<file path="config.mk">
export PLATFORM = sky130hd
export DESIGN_NAME = csr_rmw_arbiter
export DESIGN_NICKNAME = d
export VERILOG_FILES = /design/src/rtl/csr_rmw_arbiter.sv
export SDC_FILE = /design/constraint.sdc
export NUM_CORES = 1
export LEC_CHECK = 0
export BUFFER_PORTS_ARGS = -buffer_cell sky130_fd_sc_hd__buf_2
export CORE_AREA = 2 2 174 176
export DETAILED_ROUTE_END_ITERATION = 10
export DIE_AREA = 0 0 176 178
export GPL_TIMING_DRIVEN = 0
export PLACE_DENSITY = 0.58
export SLEW_MARGIN = 15
export SYNTH_ARGS = -nofsm -noshare
export SYNTH_HDL_FRONTEND = slang
export SYNTH_SLANG_ARGS = --single-unit
</file>
<file path="constraint.sdc">
create_clock -name clk -period 5.57 [get_ports clk]
set_clock_uncertainty 0.1 [all_clocks]
set_input_delay 0.2785 -clock clk [delete_from_list [all_inputs] [get_ports clk]]
set_output_delay 0.2785 -clock clk [all_outputs]
set_load 0.005 [all_outputs]
</file>
<file path="src/rtl/csr_rmw_arbiter.sv">
`default_nettype none
// ============================================================================
// Module   : csr_rmw_arbiter
// Brief    : Round-robin read-modify-write sequencer sharing one CSR read/write
//            port pair between the core CSR path and a host/debug port.
//            Optional read-only space check: define CSR_RMW_RO_CHECK_EN.
// Revision : 1.0 - initial release
// ============================================================================
module csr_rmw_arbiter #(
    parameter int CSR_ADDR_BITS = 12,
    parameter int NW_BITS       = 2,
    parameter int UUID_BITS     = 44
) (
    input  logic                     clk,
    input  logic                     reset,
    input  logic                     core_req_valid,
    output logic                     core_req_ready,
    input  logic [1:0]               core_req_op,
    input  logic [CSR_ADDR_BITS-1:0] core_req_addr,
    input  logic [NW_BITS-1:0]       core_req_wid,
    input  logic [UUID_BITS-1:0]     core_req_uuid,
    input  logic [31:0]              core_req_data,
    output logic                     core_rsp_valid,
    input  logic                     core_rsp_ready,
    output logic [31:0]              core_rsp_data,
    output logic                     core_rsp_err,
    input  logic                     host_req_valid,
    output logic                     host_req_ready,
    input  logic [1:0]               host_req_op,
    input  logic [CSR_ADDR_BITS-1:0] host_req_addr,
    input  logic [NW_BITS-1:0]       host_req_wid,
    input  logic [UUID_BITS-1:0]     host_req_uuid,
    input  logic [31:0]              host_req_data,
    output logic                     host_rsp_valid,
    input  logic                     host_rsp_ready,
    output logic [31:0]              host_rsp_data,
    output logic                     host_rsp_err,
    output logic                     read_enable,
    output logic [CSR_ADDR_BITS-1:0] read_addr,
    output logic [NW_BITS-1:0]       read_wid,
    output logic [UUID_BITS-1:0]     read_uuid,
    input  logic [31:0]              read_data,
    output logic                     write_enable,
    output logic [CSR_ADDR_BITS-1:0] write_addr,
    output logic [NW_BITS-1:0]       write_wid,
    output logic [UUID_BITS-1:0]     write_uuid,
    output logic [31:0]              write_data,
    output logic                     busy
);

    typedef enum logic [1:0] {
        ST_IDLE  = 2'd0,
        ST_READ  = 2'd1,
        ST_WRITE = 2'd2,
        ST_RESP  = 2'd3
    } state_t;

    localparam logic [1:0] c_OP_RW = 2'd1;
    localparam logic [1:0] c_OP_RS = 2'd2;
    localparam logic [1:0] c_OP_RC = 2'd3;

    state_t r_state;
    state_t w_state_next;

    logic                     r_rr_ptr;
    logic                     r_src;
    logic [1:0]               r_op;
    logic [CSR_ADDR_BITS-1:0] r_addr;
    logic [NW_BITS-1:0]       r_wid;
    logic [UUID_BITS-1:0]     r_uuid;
    logic [31:0]              r_data;
    logic [31:0]              r_old;
    logic [31:0]              r_new;
    logic                     r_do_write;
    logic                     r_err;

    logic        w_in_idle;
    logic        w_accept;
    logic        w_rsp_fire;
    logic [31:0] w_new;
    logic        w_do_write;
    logic        w_ro_err;

    // Ready is masked by reset so nothing is granted while reset is held.
    assign w_in_idle      = (r_state == ST_IDLE) && !reset;
    assign core_req_ready = w_in_idle && core_req_valid && (!host_req_valid || !r_rr_ptr);
    assign host_req_ready = w_in_idle && host_req_valid && (!core_req_valid || r_rr_ptr);
    assign w_accept       = core_req_ready || host_req_ready;
    assign w_rsp_fire     = (r_state == ST_RESP) && (r_src ? host_rsp_ready : core_rsp_ready);
    assign busy           = (r_state != ST_IDLE);

    always_comb begin
        w_new      = read_data;
        w_do_write = 1'b0;
        case (r_op)
            c_OP_RW: begin
                w_new      = r_data;
                w_do_write = 1'b1;
            end
            c_OP_RS: begin
                w_new      = read_data | r_data;
                w_do_write = |r_data;
            end
            c_OP_RC: begin
                w_new      = read_data & ~r_data;
                w_do_write = |r_data;
            end
            default: begin
                w_new      = read_data;
                w_do_write = 1'b0;
            end
        endcase
    end

`ifdef CSR_RMW_RO_CHECK_EN
    assign w_ro_err = w_do_write && (r_addr[11:10] == 2'b11);
`else
    assign w_ro_err = 1'b0;
`endif

    always_ff @(posedge clk or posedge reset) begin
        if (reset) begin
            r_state <= ST_IDLE;
        end else begin
            r_state <= w_state_next;
        end
    end

    always_comb begin
        w_state_next   = r_state;
        read_enable    = 1'b0;
        read_addr      = '0;
        read_wid       = '0;
        read_uuid      = '0;
        write_enable   = 1'b0;
        write_addr     = '0;
        write_wid      = '0;
        write_uuid     = '0;
        write_data     = '0;
        core_rsp_valid = 1'b0;
        core_rsp_data  = '0;
        core_rsp_err   = 1'b0;
        host_rsp_valid = 1'b0;
        host_rsp_data  = '0;
        host_rsp_err   = 1'b0;
        case (r_state)
            ST_IDLE: begin
                if (w_accept) w_state_next = ST_READ;
            end
            ST_READ: begin
                read_enable  = 1'b1;
                read_addr    = r_addr;
                read_wid     = r_wid;
                read_uuid    = r_uuid;
                w_state_next = ST_WRITE;
            end
            ST_WRITE: begin
                if (r_do_write) begin
                    write_enable = 1'b1;
                    write_addr   = r_addr;
                    write_wid    = r_wid;
                    write_uuid   = r_uuid;
                    write_data   = r_new;
                end
                w_state_next = ST_RESP;
            end
            ST_RESP: begin
                if (r_src) begin
                    host_rsp_valid = 1'b1;
                    host_rsp_data  = r_old;
                    host_rsp_err   = r_err;
                end else begin
                    core_rsp_valid = 1'b1;
                    core_rsp_data  = r_old;
                    core_rsp_err   = r_err;
                end
                if (w_rsp_fire) w_state_next = ST_IDLE;
            end
            default: w_state_next = ST_IDLE;
        endcase
    end

    always_ff @(posedge clk or posedge reset) begin
        if (reset) begin
            r_rr_ptr   <= 1'b0;
            r_src      <= 1'b0;
            r_op       <= '0;
            r_addr     <= '0;
            r_wid      <= '0;
            r_uuid     <= '0;
            r_data     <= '0;
            r_old      <= '0;
            r_new      <= '0;
            r_do_write <= 1'b0;
            r_err      <= 1'b0;
        end else begin
            if (w_accept) begin
                r_src    <= host_req_ready;
                r_rr_ptr <= !host_req_ready;
                r_op     <= host_req_ready ? host_req_op   : core_req_op;
                r_addr   <= host_req_ready ? host_req_addr : core_req_addr;
                r_wid    <= host_req_ready ? host_req_wid  : core_req_wid;
                r_uuid   <= host_req_ready ? host_req_uuid : core_req_uuid;
                r_data   <= host_req_ready ? host_req_data : core_req_data;
            end
            // A flagged read-only violation suppresses the write but keeps old data.
            if (r_state == ST_READ) begin
                r_old      <= read_data;
                r_new      <= w_new;
                r_do_write <= w_do_write && !w_ro_err;
                r_err      <= w_ro_err;
            end
        end
    end

endmodule
`default_nettype wire

</file>
======== Yosys cells after proc, flatten, opt, wreduce, memory -nomap -nowiden ========
Index checks and enable logic that the tools add are counted.
word-level totals
  output and inout port bits .............. 221
  flip-flop bits (word level) ............. 161
  input port bits ......................... 222
operators by class
  reduce and logical (&&, ||, !) cells .... 19
  equal/unequal tests ..................... 8
  bitwise gates (word level) .............. 3
  muxes and demuxes ....................... 33
operators with widths
  kind                count
  $mux 32             7
  $mux 44             4
  $pmux 32 s3         1
  $mux 12             4
  $and 32x32->32      1
  $not 32->32         1
  $or 32x32->32       1
  $reduce_or 32->1    1
  $mux 2              7
  $eq 2x2->1 const B  4
  $mux 1              8
  $pmux 2 s4          1
  $logic_and 1x1->1   6
  $logic_not 1->1     5
  $eq 2x1->1 const B  2
  $ne 2x2->1 const B  2
  $logic_or 1x1->1    3
  $logic_not 2->1     1
  $pmux 1 s2          1
  $reduce_and 2->1    1
  $reduce_bool 2->1   1
  $reduce_or 2->1     1

======== Depth between registers and ports, before layout ========
Gate-level depths: netlist (run 1).
  depth after elaboration ................. 7
  gate-level depth with buffers ........... 9

======== Least setup slack after synthesis (run 1) ========
OpenSTA, ideal clock, no wires.
  path type ............................... flip-flop to flip-flop
  start ................................... register r_state[0]
  end ..................................... register r_data[0]
  path buffers ............................ 3
  required time ........................... 5.343 ns
  setup slack ............................. 3.721 ns
  cell stages (with the launch flop) ...... 10
  arrival ................................. 1.622 ns
  clock period less this slack ............ 1.849 ns
  cell sequence ........................... dfrtp_1 inv_1 ha_1 nor2b_4 and3_1 buf_6 buf_6 buf_6 a222oi_1 inv_1
between the ends
  word-level cells in the longest chain between the ends .. 5
  elaborated cells between the ends (all ways) .. 8
  those cells by class .................... mux: 1; reduce/logical: 7
RTL lines
  item                                                      line     RTL
  start: declaration                                        62       state_t r_state;
  start signal: assignment                                  125      r_state <= w_state_next;
  $logic_not 2->1 *                                         85       assign w_in_idle = (r_state == ST_IDLE) && !reset;
  $logic_and 1x1->1 *                                       85
  $logic_and 1x1->1, on equally long branches (2 in a row)  87, 86
  $mux 32 / $logic_or 1x1->1 (equally long branches)        204, 88
  end signal: assignment                                    204      r_data <= host_req_ready ? host_req_data : core_req_data;
  end: declaration                                          71       logic [31:0] r_data;
Every way passes the cells marked *; elsewhere a longest branch is shown, timed or not.
A chain may end at the register's enable or synchronous reset.

======== Worst setup path in the final report (run 1) ========
  start ................................... register r_state[0]
  end ..................................... output write_data[31]
between the ends
  word-level cells in the longest chain between the ends .. 2
RTL lines
  item              line  RTL
  $eq 2x2->1        146   case (r_state)
  $mux 32           146
  end: declaration  47    output logic [31:0] write_data,
Every way passes these cells.

==> results of run 1 <==
==> area by class of cell <==
cell class,instances,share of cell area [%]
inverters,107,2.94
multi-input cells,571,29.6
plain buffers,92,3.23
diodes,4,0.0720
repair buffers,601,27.5
flip-flops and latches,161,29.0
well taps,390,3.51
clock inverters,11,0.945
clock buffers,21,3.24
==> cell families after synthesis <==
group           count (synthesis)  synth area share (%)
other cells                     1                0.0417
buf+inv                       199                  9.47
compound gates                191                  15.7
mux                            87                  10.6
fa+ha+maj                       5                 0.696
simple gates                  284                  18.5
flops                         161                  44.8
xor+xnor                        2                 0.195
==> critical path, cell delays in order (launching register included) <==
cell	delay [ns]
sky130_fd_sc_hd__dfrtp_1	0.40
sky130_fd_sc_hd__inv_1	0.13
sky130_fd_sc_hd__ha_1	0.18
sky130_fd_sc_hd__clkbuf_1	0.67
sky130_fd_sc_hd__clkbuf_1	0.52
sky130_fd_sc_hd__and3_1	0.25
sky130_fd_sc_hd__buf_2	0.19
==> synthesized netlist by cell type <==
cell type and count:
sky130_fd_sc_hd__mux2_2 64, sky130_fd_sc_hd__a31oi_1 1, sky130_fd_sc_hd__and2_1 93, sky130_fd_sc_hd__a21oi_1 36, sky130_fd_sc_hd__nand4_1 1, sky130_fd_sc_hd__or2_1 1
sky130_fd_sc_hd__o21bai_1 1, sky130_fd_sc_hd__ha_1 5, sky130_fd_sc_hd__o21ai_0 13, sky130_fd_sc_hd__nor4b_1 2, sky130_fd_sc_hd__and3_1 125, sky130_fd_sc_hd__a22o_1 1
sky130_fd_sc_hd__buf_2 17, sky130_fd_sc_hd__nor2b_4 1, sky130_fd_sc_hd__nand2b_1 2, sky130_fd_sc_hd__a222oi_1 73, sky130_fd_sc_hd__nor2_1 31, sky130_fd_sc_hd__buf_6 9
sky130_fd_sc_hd__dfrtp_1 161, sky130_fd_sc_hd__conb_1 1, sky130_fd_sc_hd__o211ai_1 29, sky130_fd_sc_hd__nand2_1 20, sky130_fd_sc_hd__nor4_1 6, sky130_fd_sc_hd__o21ai_1 35
sky130_fd_sc_hd__nor2b_1 1, sky130_fd_sc_hd__inv_1 107, sky130_fd_sc_hd__clkbuf_1 59, sky130_fd_sc_hd__xnor2_1 2, sky130_fd_sc_hd__mux2_1 1, sky130_fd_sc_hd__o21ai_2 1
sky130_fd_sc_hd__buf_1 3, sky130_fd_sc_hd__a211oi_1 1, sky130_fd_sc_hd__buf_4 4, sky130_fd_sc_hd__mux2i_1 22, sky130_fd_sc_hd__or4_1 1
==> flip-flops by register name (all words and copies together), names as in the netlist <==
signal      flops
r_addr         12
r_data         32
r_do_write      1
r_new          32
r_old          32
r_op            2
r_rr_ptr        1
r_src           1
r_state         2
r_uuid         44
r_wid           2
==> how the worst max path moves through the flow <==
stage | from | to | slack [ns] | cells after the start
final | r_state[0]$_DFFE_PP0P_ | write_data[31] | 2.41 | 6
after global routing | r_state[1]$_DFFE_PP0P_ | read_uuid[31] | 2.21 | 7
after CTS | r_state[0]$_DFFE_PP0P_ | write_data[31] | 2.36 | 6
after detailed placement | r_state[0]$_DFFE_PP0P_ | write_data[31] | 2.85 | 6
after global placement | reset | r_addr[3]$_DFFE_PP0P_ | -1.50 | 2
after floorplan | reset | r_addr[0]$_DFFE_PP0P_ | 0.84 | 1
==> power by group through the flow <==
stage,registers [W],logic [W],clock network [W]
2_1_floorplan,0.00200,0.00182,0
3_3_place_gp,0.00217,0.00284,0
3_5_place_dp,0.00219,0.00289,0
4_1_cts,0.00217,0.00331,0.00123
5_1_grt,0.00226,0.00364,0.00128
6_report,0.00219,0.00331,0.00120
==> per-stage QoR <==
step	TNS, ns	setup WS (ns)	total power, W	hold WS (ns)
after CTS	0	2.36	0.00670	0.000579
after detailed placement	0	2.85	0.00508	0.255
after floorplan	0	0.843	0.00382	0.276
after global routing	0	2.21	0.00717	0.00377
final	0	2.41	0.00671	0.0186
after global placement	-239.15	-1.50	0.00502	0.384
==> cells in the final DEF (no fill, tap or decap), types with 5 or more instances in the layout <==
cell                            Yosys  routed
sky130_fd_sc_hd__a21oi_1           36      36
sky130_fd_sc_hd__a222oi_1          73      73
sky130_fd_sc_hd__and2_1            93      93
sky130_fd_sc_hd__and3_1           125     125
sky130_fd_sc_hd__buf_2             17     457
sky130_fd_sc_hd__buf_6              9       9
sky130_fd_sc_hd__clkbuf_1          59      62
sky130_fd_sc_hd__clkbuf_16          0      17
sky130_fd_sc_hd__dfrtp_1          161     161
sky130_fd_sc_hd__dlygate4sd3_1      0     160
sky130_fd_sc_hd__ha_1               5       5
sky130_fd_sc_hd__inv_1            107     106
sky130_fd_sc_hd__mux2_2            64      64
sky130_fd_sc_hd__mux2i_1           22      22
sky130_fd_sc_hd__nand2_1           20      20
sky130_fd_sc_hd__nor2_1            31      31
sky130_fd_sc_hd__nor4_1             6       6
sky130_fd_sc_hd__o211ai_1          29      29
sky130_fd_sc_hd__o21ai_0           13      13
sky130_fd_sc_hd__o21ai_1           35      35
==> routing by layer <==
layer / part of all wire (%) / vias to the layer above
met1: 40 / 4912
met3: 6.8 / 75
met2: 50 / 489
li1: - / 4556
met4: 3.3 / 0
met5: 0 / -
==> load_flow_metrics.sql, run 1 <==
INSERT INTO impl_metrics (metric_group, metric, value, unit) VALUES
('worst_setup_path', 'setup.worst_path.end_class', 'primary output', ''),
('worst_hold_path', 'min_from', 'host_req_data[16]', ''),
('global_route', 'grt_util_met1', '30.4', '%'),
('sta', 'slew_viol_final', '0', ''),
('sta', 'worst-slew-pin-transition', '0.889', 'ns'),
('drt', 'vias', '10032', ''),
('final_layout', 'fin_cells', '1958', ''),
('synthesis', 'synth_area_leader_cell', 'sky130_fd_sc_hd__dfrtp_1', ''),
('place', 'placedInstanceArea', '0.0117', 'sq mm'),
('worst_setup_path', 'reg2reg_to', 'r_uuid[1]$_DFFE_PP0P_', ''),
('floorplanning', 'io_pins', '443', ''),
('worst_setup_path', 'start_kind', 'flip-flop', ''),
('clock_network', 'postCtsSetupRepairBufs', '0', ''),
('synthesis', 'postSynthAreaPerCell', '9.66', 'sq um'),
('clock_network', 'root_buffer_cell', 'sky130_fd_sc_hd__clkbuf_16', ''),
('run_status', 'outcome', 'finished, final reports clean', ''),
('worst_setup_path', 'critPathRequiredTime', '5.19', 'ns'),
('worst_setup_path', 'timing.rr.start', 'r_state[0]$_DFFE_PP0P_', ''),
('place', 'dpl.cell_count', '1762', ''),
('sta', 'final.min_clock_period', '3.16', 'ns'),
('worst_hold_path', 'hold-path-endpoint', 'r_data[16]$_DFFE_PP0P_', ''),
('global_route', 'gr-usage-met2', '42.7', '%'),
('global_route', 'groute.usage.overall', '24.6', '%'),
('global_route', 'antenna_found_initial', '3', ''),
('synthesis', 'synth_seq_area_share', '44.8', '%'),
('clock_network', 'cts_num_sinks', '161', ''),
('sta', 'setup_viol', '0', ''),
('synthesis', 'synth-seq-cells', '161', ''),
('synthesis', 'synth_top_area_share', '44.8', '%'),
('global_route', 'most_utilized_layer_in_the_global_route_result', 'met2', ''),
('final_layout', 'final_design_area_no_fill', '0.0139', 'sq mm'),
('worst_hold_path', 'min_path_type', 'input port to flip-flop', ''),
('synthesis', 'synth.cell_area', '0.00899', 'sq mm'),
('final_layout', 'utilization', '47.3', '%'),
('clock_network', 'cts_tree', 'yes', ''),
('final_layout', 'layout_area_growth_over_synthesis', '54.8', '%'),
('final_layout', 'regArea', '0.00403', 'sq mm'),
('worst_setup_path', 'worstSetupPathType', 'flip-flop to primary output', ''),
('floorplanning', 'placeableCoreArea', '0.0294', 'sq mm'),
('synthesis', 'netlist_instances', '930', ''),
('power', 'power_switching_share', '39.8', '%'),
('sta', 'max_freq', '316', 'MHz'),
('final_layout', 'multi_input_gate_area_in_the_final_layout', '0.00411', 'sq mm'),
('power', 'power.leakage', '7.56', 'nW'),
('global_route', 'pin_count_of_the_biggest_net_entering_global_routing', '106', ''),
('clock_network', 'clockBufferDepth', '2', ''),
('clock_network', 'cts.htree.levels', '4', ''),
('sta', 'slew-limit-headroom', '40.8', '%'),
('place', 'gpl.final_weighted_congestion', '0.892', ''),
('place', 'portBuffers', '440', ''),
('sta', 'period_share', '56.7', '%'),
('clock_network', 'clock_latency', '0.42', 'ns'),
('run', 'drv.max_cap_violation_count', '0', ''),
('synthesis', 'synth.yosys.warnings', '0', ''),
('drt', 'drt_pre_antenna_iters', '6', ''),
('power', 'ir_worst_vdd', '0.209', 'mV'),
('synthesis', 'main_area_contributors_after_synthesis', 'sky130_fd_sc_hd__dfrtp_1, sky130_fd_sc_hd__and3_1, sky130_fd_sc_hd__a222oi_1', ''),
('worst_setup_path', 'crit_fanout', '10', ''),
('drt', 'detailed_route_vias_per_instance', '5.12', ''),
('worst_setup_path', 'slack_of_the_worst_reg_to_reg_path', '2.70', 'ns'),
('worst_setup_path', 'reg2reg_depth', '9', ''),
('clock_network', 'clk_pin_slew_worst_paths', '0.07', 'ns'),
('sta', 'rsz_0062_raised_after_global_routing', 'false', ''),
('synthesis', 'netlist-cell-type-count', '35', ''),
('final_layout', 'drive_gt1_share', '36.3', '%'),
('floorplanning', 'initial_core_util', '30.6', '%'),
('floorplanning', 'floorplan.die.height', '178', 'um'),
('clock_network', 'cts.repair.resized', '0', ''),
('final_layout', 'finalNetCount', '1778', ''),
('power', 'combPwrFrac', '49.4', '%'),
('drt', 'totalWireLength', '40000', 'um');
Note: power is estimated with default switching activity, not from simulation.
==> run 2: changes to the inputs <==
ABC_AREA = 1   (was unset)
CORE_AREA = 2 2 173 175   (was 2 2 174 176)
DIE_AREA = 0 0 175 177   (was 0 0 176 178)
clock period = 3.25 ns   (was 5.57 ns; I/O delays follow)
==> run 2 against run 1 <==
  * Register-to-register slack got worse by 2.0 ns
  * Area after synthesis fell by 1.2%
  * Final area rose by 4.2%
  * Global-route usage rose by 0.61 points
  * Sequential power rose by 69%
  * Largest power group unchanged
  * Die area fell by 1.1%
  * Via count rose by 9.6%
  * Critical endpoint is now write_data[5]
  * Synthesized cell count rose by 41%
  * Wire length fell by 0.92%
  * Hold slack improved by 0.021 ns
  * Largest cell class unchanged
  * Non-clock buffer count rose by 49
  * Critical path type unchanged
==> load_flow_metrics.sql, run 2 <==
INSERT INTO impl_metrics (metric_group, metric, value, unit) VALUES
('synthesis', 'netlist_instances', '1314', ''),
('global_route', 'groute.usage.overall', '25.2', '%'),
('synthesis', 'postSynthAreaPerCell', '6.76', 'sq um'),
('power', 'p_per_area', '808', 'mW/mm^2'),
('floorplanning', 'initial_core_util', '30.4', '%'),
('power', 'power.leakage', '8.37', 'nW'),
('drt', 'vias', '10997', ''),
('drt', 'detailed_route_vias_per_instance', '4.58', ''),
('place', 'dpl_wire_length', '29600', 'um'),
('synthesis', 'synth_common_cells', 'sky130_fd_sc_hd__nand2_1, sky130_fd_sc_hd__nor2_1, sky130_fd_sc_hd__inv_1, sky130_fd_sc_hd__dfrtp_1, sky130_fd_sc_hd__nand3_1', ''),
('floorplanning', 'io_pins', '443', ''),
('run', 'drv.max_cap_violation_count', '0', ''),
('sta', 'rsz_0062_raised_after_global_routing', 'false', ''),
('synthesis', 'synth.yosys.warnings', '0', ''),
('synthesis', 'synth_top_area_share', '45.4', '%'),
('clock_network', 'cts_tree', 'yes', ''),
('sta', 'setup-tns-final', '0', 'ns'),
('global_route', 'pin_count_of_the_biggest_net_entering_global_routing', '35', ''),
('global_route', 'grt_pass1_vias', '10759', ''),
('final_layout', 'final_common_cell', 'sky130_fd_sc_hd__buf_2', ''),
('clock_network', 'postCtsSetupRepairBufs', '0', ''),
('final_layout', 'largest_register_ffs', '44', ''),
('final_layout', 'utilization', '49.6', '%'),
('final_layout', 'layout_area_growth_over_synthesis', '63.3', '%'),
('sta', 'finalHoldViolCount', '0', ''),
('place', 'portBuffers', '440', ''),
('synthesis', 'synth-seq-cells', '161', ''),
('synthesis', 'synth_area_leader_cell', 'sky130_fd_sc_hd__dfrtp_1', ''),
('worst_setup_path', 'reg2reg_depth', '11', ''),
('clock_network', 'cts.htree.levels', '4', ''),
('place', 'gpl.final_weighted_congestion', '0.877', ''),
('floorplanning', 'die_w', '175', 'um'),
('worst_setup_path', 'cp.depth', '6', ''),
('synthesis', 'synth_seq_area_share', '45.4', '%'),
('clock_network', 'cts_num_sinks', '161', ''),
('worst_setup_path', 'timing_startpoint_of_the_critical_path', 'r_state[0]$_DFFE_PP0P_', ''),
('drt', 'drt_pre_antenna_iters', '5', ''),
('worst_setup_path', 'crit_path_max_incr_delay', '0.57', 'ns'),
('sta', 'max_freq', '348', 'MHz'),
('sta', 'slew-limit-headroom', '48.5', '%'),
('synthesis', 'synth_enable_flop_cells', '0', ''),
('drt', 'remaining_drc_errors', '0', ''),
('worst_setup_path', 'slack_of_the_worst_reg_to_reg_path', '0.74', 'ns'),
('place', 'placedInstanceArea', '0.0117', 'sq mm'),
('floorplanning', 'rows', '63', ''),
('synthesis', 'synth.cell_area', '0.00888', 'sq mm'),
('drt', 'per_cell_routed_wire_length', '16.5', 'um'),
('final_layout', 'finalNetCount', '2223', ''),
('worst_setup_path', 'timing.rr.start', 'r_state[0]$_DFFE_PP0P_', ''),
('worst_setup_path', 'path_buf_inv', '3', ''),
('worst_setup_path', 'worstSetupPathType', 'flip-flop to primary output', ''),
('floorplanning', 'fp.dieArea', '0.0310', 'sq mm'),
('final_layout', 'drive_gt1_share', '26.0', '%'),
('clock_network', 'cts-buffers-inserted', '17', ''),
('worst_setup_path', 'critPathRequiredTime', '2.99', 'ns'),
('final_layout', 'fin_cells', '2399', ''),
('worst_setup_path', 'reg2reg_to', 'r_data[12]$_DFFE_PP0P_', ''),
('synthesis', 'async_flop_share', '100', '%'),
('clock_network', 'clk_pin_slew_worst_paths', '0.07', 'ns'),
('clock_network', 'root_buffer_cell', 'sky130_fd_sc_hd__clkbuf_16', ''),
('worst_hold_path', 'min_path_type', 'input port to flip-flop', ''),
('synthesis', 'synth_ff_type', 'sky130_fd_sc_hd__dfrtp_1', ''),
('final_layout', 'filler_cell_count', '2979', ''),
('sta', 'slew_viol_final', '0', ''),
('sta', 'worst-slew-pin-transition', '0.772', 'ns'),
('synthesis', 'main_area_contributors_after_synthesis', 'sky130_fd_sc_hd__dfrtp_1, sky130_fd_sc_hd__nand2_1, sky130_fd_sc_hd__nor2_1', ''),
('sta', 'final.min_clock_period', '2.88', 'ns'),
('drt', 'drtAntennaViolNets', '0', ''),
('drt', 'drt_iter0_drc', '598', ''),
('power', 'finalPower', '0.0117', 'W'),
('final_layout', 'final_design_area_no_fill', '0.0145', 'sq mm'),
('worst_setup_path', 'setup.worst_path.end', 'write_data[5]', ''),
('worst_setup_path', 'family_with_the_most_delay_on_the_worst_path', 'buffers and inverters', ''),
('worst_setup_path', 'worst_path_max_delay_cell', 'sky130_fd_sc_hd__nand2_1', ''),
('synthesis', 'yosys.cell_count.top_type', 'sky130_fd_sc_hd__nand2_1', ''),
('final_layout', 'mostFrequentLayoutCells', 'sky130_fd_sc_hd__buf_2, sky130_fd_sc_hd__nand2_1, sky130_fd_sc_hd__nor2_1', ''),
('sta', 'period_share', '88.5', '%'),
('global_route', 'globalRoute.totalOverflow', '0', ''),
('power', 'ir_worst_vdd', '0.317', 'mV'),
('final_layout', 'max_flop_register', 'r_uuid', ''),
('worst_setup_path', 'setup.worst_path.end_class', 'primary output', ''),
('worst_setup_path', 'crit_fanout', '10', ''),
('drt', 'totalWireLength', '39600', 'um'),
('clock_network', 'cts.repair.resized', '0', ''),
('clock_network', 'clock_latency', '0.42', 'ns'),
('clock_network', 'clockBufferDepth', '2', ''),
('sta', 'setup_viol', '0', ''),
('worst_setup_path', 'critical_path_arrival', '2.61', 'ns'),
('final_layout', 'diodes', '0', ''),
('run_status', 'outcome', 'finished, final reports clean', ''),
('synthesis', 'netlist-cell-type-count', '21', ''),
('global_route', 'global_route_wire_length_before_repair', '59500', 'um'),
('floorplanning', 'placeableCoreArea', '0.0292', 'sq mm'),
('place', 'dpl.cell_count', '2150', ''),
('floorplanning', 'floorplan.die.height', '177', 'um'),
('worst_setup_path', 'start_kind', 'flip-flop', ''),
('worst_setup_path', 'critical_path.cell_chain', 'inv_1 > ha_1 > nand2_1 > clkbuf_1 > nor2_1 > buf_2', ''),
('global_route', 'antenna_found_initial', '2', '');
[run 2: worst min path at each step]
stage | from | endpoint | slack, ns | cells after the start
CTS | core_req_valid | r_src$_DFFE_PP0P_ | 0.01 | 4
detailed placement | reset | r_addr[6]$_DFFE_PP0P_ | 0.12 | 2
finish | core_req_valid | r_src$_DFFE_PP0P_ | 0.04 | 4
global route | core_req_valid | r_src$_DFFE_PP0P_ | 0.07 | 4
floorplan | read_data[0] | r_old[0]$_DFFE_PP0P_ | 0.18 | 2
global placement | host_req_uuid[5] | r_uuid[5]$_DFFE_PP0P_ | 0.28 | 3
[run 2: logic make-up (layout without fill, tap and decap cells)]
logic type,after synthesis,after routing,synth area share (%)
simple gates,711,711,31.6
buf+inv,287,981,13.6
flops,161,161,45.4
compound gates,149,149,8.72
fa+ha+maj,5,5,0.705
other cells,1,2,0.0422
[run 2: layout make-up]
class,count,area [sq um],share of cell area [%]
Inverter,207,781,5.38
Sequential cell,161,4030,27.8
Buffer,80,438,3.02
Timing Repair Buffer,662,4480,30.9
Clock buffer,20,467,3.22
Clock inverter,12,169,1.16
Tap cell,390,488,3.37
Multi-Input combinational cell,867,3650,25.1
[run 2: tightest hold or removal path, cell delays in order]
cell	delay (ns)
sky130_fd_sc_hd__buf_2	0.11
sky130_fd_sc_hd__nand3_1	0.14
sky130_fd_sc_hd__nand2_1	0.06
sky130_fd_sc_hd__nand2_1	0.05
[run 2: repair_timing]
item                                    4_1_cts  5_1_grt
endpoints found under the hold margin       166        0
hold buffers                                217        0
endpoints found under the setup margin        0        0
[run 2: metrics by stage]
step | hold slack (ns) | setup slack, ns
floorplan | 0.183 | -0.398
global placement | 0.281 | -2.35
detailed placement | 0.117 | 0.711
CTS | 0.0129 | 0.239
global route | 0.0652 | 0.160
finish | 0.0398 | 0.373
[run 2: metal layers]
layer | track usage [%] | part of all wire [%]
met1 | 31.2 | 42
met2 | 45.7 | 50
met3 | 3.20 | 5.1
met4 | 7.64 | 2.1
met5 | 0 | 0.076
[run 2: where the power goes]
part	total (W)	switching, W	internal (W)
Clock	0.00223	0.000938	0.00129
Sequential	0.00371	0.000727	0.00298
Combinational	0.00577	0.00323	0.00254
Total	0.0117	0.00490	0.00681
